### src/rtl/tdm_mux.sv
// Registered N-channel multiplexer: manual select or round-robin auto scan with
// per-channel dwell, channel tag, frame pulse and out-of-range flag.
module tdm_mux #(
  parameter int CH    = 8,
  parameter int W     = 8,
  parameter int DWELL = 1,
  localparam int SELW = $clog2(CH)
) (
  input  logic              clk,
  input  logic              rst,
  input  logic [CH*W-1:0]   din,
  input  logic              en,
  input  logic              mode,
  input  logic [SELW-1:0]   sel,
  output logic [W-1:0]      y,
  output logic [SELW-1:0]   ch,
  output logic              valid,
  output logic              frame,
  output logic              err
);

  localparam int DW = (DWELL > 1) ? $clog2(DWELL) : 1;
  localparam logic [SELW-1:0] LAST_CH  = SELW'(CH - 1);
  localparam logic [DW-1:0]   LAST_DWL = DW'(DWELL - 1);

  logic [SELW-1:0] scan_ch;
  logic [DW-1:0]   dwell_cnt;
  logic [W-1:0]    man_y;
  logic [W-1:0]    scan_y;
  logic            man_hit;

  // An unmatched manual select yields zero data and raises err.
  always_comb begin
    man_y   = '0;
    man_hit = 1'b0;
    scan_y  = '0;
    for (int k = 0; k < CH; k++) begin
      if (sel == SELW'(k)) begin
        man_y   = din[k*W +: W];
        man_hit = 1'b1;
      end
      if (scan_ch == SELW'(k)) scan_y = din[k*W +: W];
    end
  end

  always_ff @(posedge clk or posedge rst) begin
    if (rst) begin
      y         <= '0;
      ch        <= '0;
      valid     <= 1'b0;
      frame     <= 1'b0;
      err       <= 1'b0;
      scan_ch   <= '0;
      dwell_cnt <= '0;
    end else if (!en) begin
      valid <= 1'b0;
      frame <= 1'b0;
      err   <= 1'b0;
    end else if (!mode) begin
      y         <= man_y;
      ch        <= sel;
      valid     <= 1'b1;
      err       <= !man_hit;
      frame     <= 1'b0;
      scan_ch   <= '0;
      dwell_cnt <= '0;
    end else begin
      y     <= scan_y;
      ch    <= scan_ch;
      valid <= 1'b1;
      err   <= 1'b0;
      frame <= (scan_ch == '0) && (dwell_cnt == '0);
      if (dwell_cnt == LAST_DWL) begin
        dwell_cnt <= '0;
        scan_ch   <= (scan_ch == LAST_CH) ? '0 : scan_ch + 1'b1;
      end else begin
        dwell_cnt <= dwell_cnt + 1'b1;
      end
    end
  end

endmodule

### config.mk
export PLATFORM = sky130hd
export DESIGN_NAME = tdm_mux
export DESIGN_NICKNAME = d
export VERILOG_FILES = /design/src/rtl/tdm_mux.sv
export SDC_FILE = /design/constraint.sdc
export NUM_CORES = 1
export LEC_CHECK = 0
export CORE_MARGIN = 2
export CORE_UTILIZATION = 48
export CTS_BUF_LIST = sky130_fd_sc_hd__clkbuf_16
export CTS_CLUSTER_SIZE = 25
export DETAILED_ROUTE_END_ITERATION = 8
export PLACE_DENSITY = 0.87
export SYNTH_ARGS = -nofsm -noshare
export SYNTH_HDL_FRONTEND = slang
export SYNTH_SLANG_ARGS = --single-unit
### constraint.sdc
create_clock -name clk -period 2.8 [get_ports clk]
set_input_delay 0.84 -clock clk [delete_from_list [all_inputs] [get_ports clk]]
set_output_delay 0.84 -clock clk [all_outputs]
set_load 0.03 [all_outputs]
==> results.py <==
metrics = {
    "sta": {
        "fin_skew_ns": 0.00202,
        "layout_min_cycle_time_ns": 2.42,
        "timing_worst_slew_pin_value_ns": 0.711,
        "setup_slack_ns": 0.378,
        "rsz_0062_raised_after_global_routing": "no",
        "final_hold_viol_count": 0,
        "slew_headroom_pct": 52.6,
        "maxSlewViolCount": 0,
        "fmaxAchievable_mhz": 413,
        "final.hold.worst_slack_ns": 0.540,
        "post-route-period-util_pct": 86.5,
        "finalSetupTns_ns": 0,
        "finalSetupViolations": 0,
    },
    "synth": {
        "yosys_register_bits": 17,
        "synth_largest_type_area_fraction_pct": 20.0,
        "dominant_combinational_cell_family_by_area_after_synthesis": "compound AO/OA/AOI/OAI gates",
        "synth_top_cells_by_area": "sky130_fd_sc_hd__dfrtp_1 20%, sky130_fd_sc_hd__a21oi_1 7.1%, sky130_fd_sc_hd__mux2i_1 7.1%",
        "complex_gate_fraction_of_the_synthesized_area_pct": 37.8,
        "count_of_cell_types_in_the_netlist": 51,
        "synth-edff-count": 0,
        "synthesis.yosys.warnings": 0,
        "synth_commonest_cells": "31 x sky130_fd_sc_hd__nor2_1, 30 x sky130_fd_sc_hd__a21oi_1, 28 x sky130_fd_sc_hd__nand2_1",
        "syn_area_per_cell_sq_um": 7.43,
        "synth.mux.area_fraction_pct": 8.66,
        "most_instantiated_library_cell_after_synthesis": "sky130_fd_sc_hd__nor2_1",
        "async_reset_ff_share_pct": 100,
        "sequential_element_share_of_the_synthesized_area_pct": 20.0,
        "dominantRegCellSynth": "sky130_fd_sc_hd__dfrtp_1",
        "netlist_instances": 286,
        "synth_simple_gate_area_share_pct": 21.4,
        "yosys.area_share.adder_pct": 3.53,
        "synth-xor-area-share_pct": 0,
        "synth.net_count": 363,
        "synth_top_cell_by_area": "sky130_fd_sc_hd__dfrtp_1",
        "syn_area_sq_um": 2120,
    },
    "detailed_routing": {
        "drc_violation_count_after_routing": 0,
        "final_antenna_net_count": 0,
        "post_drt_via_cell_ratio": 6.31,
        "post_drt_wl_per_cell_um": 18.1,
        "dr.first_iter.drc_count": 323,
        "totalWireLength_um": 7580,
        "firstDrtPassIters": 5,
        "via_count": 2649,
    },
    "global_routing": {
        "grt_first_pass_wirelength_um": 11800,
        "grtUsageTotal_pct": 29.3,
        "maximum_number_of_pins_on_one_net_before_global_route_repair": 20,
        "antenna_violations_before_repair": 0,
        "grt_overflow_total": 0,
        "first_global_vias": 2498,
    },
    "clocking": {
        "numCtsBuffers": 3,
        "cts.clk_slew.worst_paths_ns": 0.05,
        "clock_sinks": 17,
        "ctsHoldBuffers": 0,
        "cts_max_path_buffers": 2,
        "cts.root.buffer_cell": "sky130_fd_sc_hd__clkbuf_16",
        "clock_latency_ns": 0.25,
        "cts_setup_buffers": 0,
        "post_cts_resized": 0,
        "cts-htree-levels": 1,
        "tritoncts": "built",
    },
    "floorplanning": {
        "floorplan.die.height_um": 70.5,
        "fp.dieArea_sq_um": 4970,
        "design.portCount": 85,
        "start_util_pct": 49.5,
        "floorplan.die.width_um": 70.5,
        "rows": 24,
        "fp.coreArea_sq_um": 4290,
    },
    "placement": {
        "place_worst_setup_slack_ns": 0.159,
        "buffer_ports.inserted": 84,
        "dp.final_hpwl_um": 5760,
        "numPlacedInstances": 416,
        "finalWeightedCongestion": 0.924,
    },
    "final_layout": {
        "final_cell_count_no_fill": 420,
        "num-fill-cells": 341,
        "syn_to_final_growth_pct": 46.5,
        "diodes": 0,
        "finalNetCount": 446,
        "post_route_cells_drive_above_1_share_pct": 8.97,
    },
    "setup_path": {
        "worst-endpoint-arrival_ns": 2.54,
        "type_of_the_setup_path_with_the_least_slack": "in -> reg",
        "endpoint_kind": "flip-flop",
        "worst-path-max-fanout": 19,
        "data_required_time_at_the_worst_endpoint_ns": 2.92,
        "worstSetupStartpointType": "primary input",
    },
    "power": {
        "ir_worst_vdd_mv": 0.358,
        "power_per_cell_area_nw_per_um2": 409,
        "total_power_mw": 1.27,
        "power.leakage_nw": 1.22,
    },
    "status": {
        "outcome": "finished clean",
    },
    "job": {
        "max-cap-violations": 0,
    },
    "min_path": {
        "worst_hold_path_type": "reg -> reg",
    },
}
cells in the final DEF, fill, tap and decap left out, types with 2 or more instances in the layout:
master                            Yosys  final
sky130_fd_sc_hd__clkdlybuf4s50_1      0     84
sky130_fd_sc_hd__nor2_1              31     31
sky130_fd_sc_hd__a21oi_1             30     30
sky130_fd_sc_hd__nand2_1             28     28
sky130_fd_sc_hd__buf_4                3     20
sky130_fd_sc_hd__o21ai_0             18     18
sky130_fd_sc_hd__dfrtp_1             17     17
sky130_fd_sc_hd__mux2i_1             15     15
sky130_fd_sc_hd__nand2b_1            13     13
sky130_fd_sc_hd__o211ai_1            11     11
sky130_fd_sc_hd__o22ai_1              9      9
sky130_fd_sc_hd__nand3_1              9      9
sky130_fd_sc_hd__inv_1                7      7
sky130_fd_sc_hd__a32oi_1              6      6
sky130_fd_sc_hd__ha_1                 6      6
sky130_fd_sc_hd__nor2b_1              5      5
sky130_fd_sc_hd__o22a_1               5      5
sky130_fd_sc_hd__a2bb2oi_1            4      4
sky130_fd_sc_hd__a41oi_2              4      4
sky130_fd_sc_hd__nand3b_1             3      3
sky130_fd_sc_hd__o2bb2ai_1            3      3
sky130_fd_sc_hd__a211oi_1             3      3
sky130_fd_sc_hd__a22oi_1              3      3
sky130_fd_sc_hd__a31oi_1              3      3
sky130_fd_sc_hd__clkbuf_16            0      3
sky130_fd_sc_hd__nor3_1               2      2
sky130_fd_sc_hd__a221oi_1             2      2
sky130_fd_sc_hd__a32o_1               2      2
sky130_fd_sc_hd__o221ai_1             2      2
per-layer routing:
metal,share of wire (%),GRT usage [%],wire length (um),up-vias
li1,-,-,-,1230
met1,42,39.1,3190,1266
met2,49,50.4,3700,146
met3,8.2,3.28,622,7
met4,0.92,8.60,70,0
met5,0,0,0,-
sequential cells by signal, summed over array words and instances (netlist names):
name     count
ch           3
scan_ch      3
frame        1
valid        1
y            8
err          1
where the power goes:
part           switching, mW  total (mW)  internal, mW  leakage (nW)
combinational          0.357       0.670         0.314         0.973
sequential            0.0279       0.310         0.282         0.203
clock                  0.101       0.292         0.191        0.0409
worst max-delay path: stages:
cell and delay (ns):
sky130_fd_sc_hd__clkdlybuf4s50_1 0.65, sky130_fd_sc_hd__buf_4 0.31, sky130_fd_sc_hd__and2b_1 0.26, sky130_fd_sc_hd__a2bb2oi_1 0.19
sky130_fd_sc_hd__o22ai_1 0.10, sky130_fd_sc_hd__nand2_1 0.08, sky130_fd_sc_hd__a41oi_2 0.11
cell families (layout without fill, tap and decap cells):
family	after synthesis	in the layout
mux	17	17
buf+inv	34	116
flops	17	17
simple gates	97	97
compound gates	114	114
fa+ha+maj	6	6
other cells	1	1
area by class of cell:
type	instances	area, sq um	share of cell area (%)
Sequential cell	17	425	13.7
Multi-Input combinational cell	235	1520	48.9
Tap cell	52	65.1	2.09
Clock inverter	1	5.00	0.161
Timing Repair Buffer	104	991	31.8
Inverter	8	30.0	0.965
Clock buffer	3	75.1	2.41
final timing paths:
| kind | from | to | slack [ns] | depth (start not counted) |
|---|---|---|---|---|
| min in group asynchronous | rst | valid$_DFF_PP0_ | 1.01 | 2 |
| min reg2reg | ch[0]$_DFFE_PP0P_ | ch[0]$_DFFE_PP0P_ | 0.54 | 2 |
| min | ch[0]$_DFFE_PP0P_ | ch[0]$_DFFE_PP0P_ | 0.54 | 2 |
| max reg2reg | scan_ch[0]$_DFFE_PP0P_ | y[5]$_DFFE_PP0P_ | 0.53 | 7 |
| max | sel[1] | y[2]$_DFFE_PP0P_ | 0.38 | 7 |
| max in group asynchronous | rst | y[4]$_DFFE_PP0P_ | 1.34 | 2 |
metrics by stage:
step	util, %	cell area (sq um)
after detailed placement	70.6	3030
after global routing	72.5	3110
after floorplan	-	2120
after CTS	72.5	3110
after global placement	70.6	3030
final	72.5	3110
No activity file was read; power rests on OpenSTA's default activity.
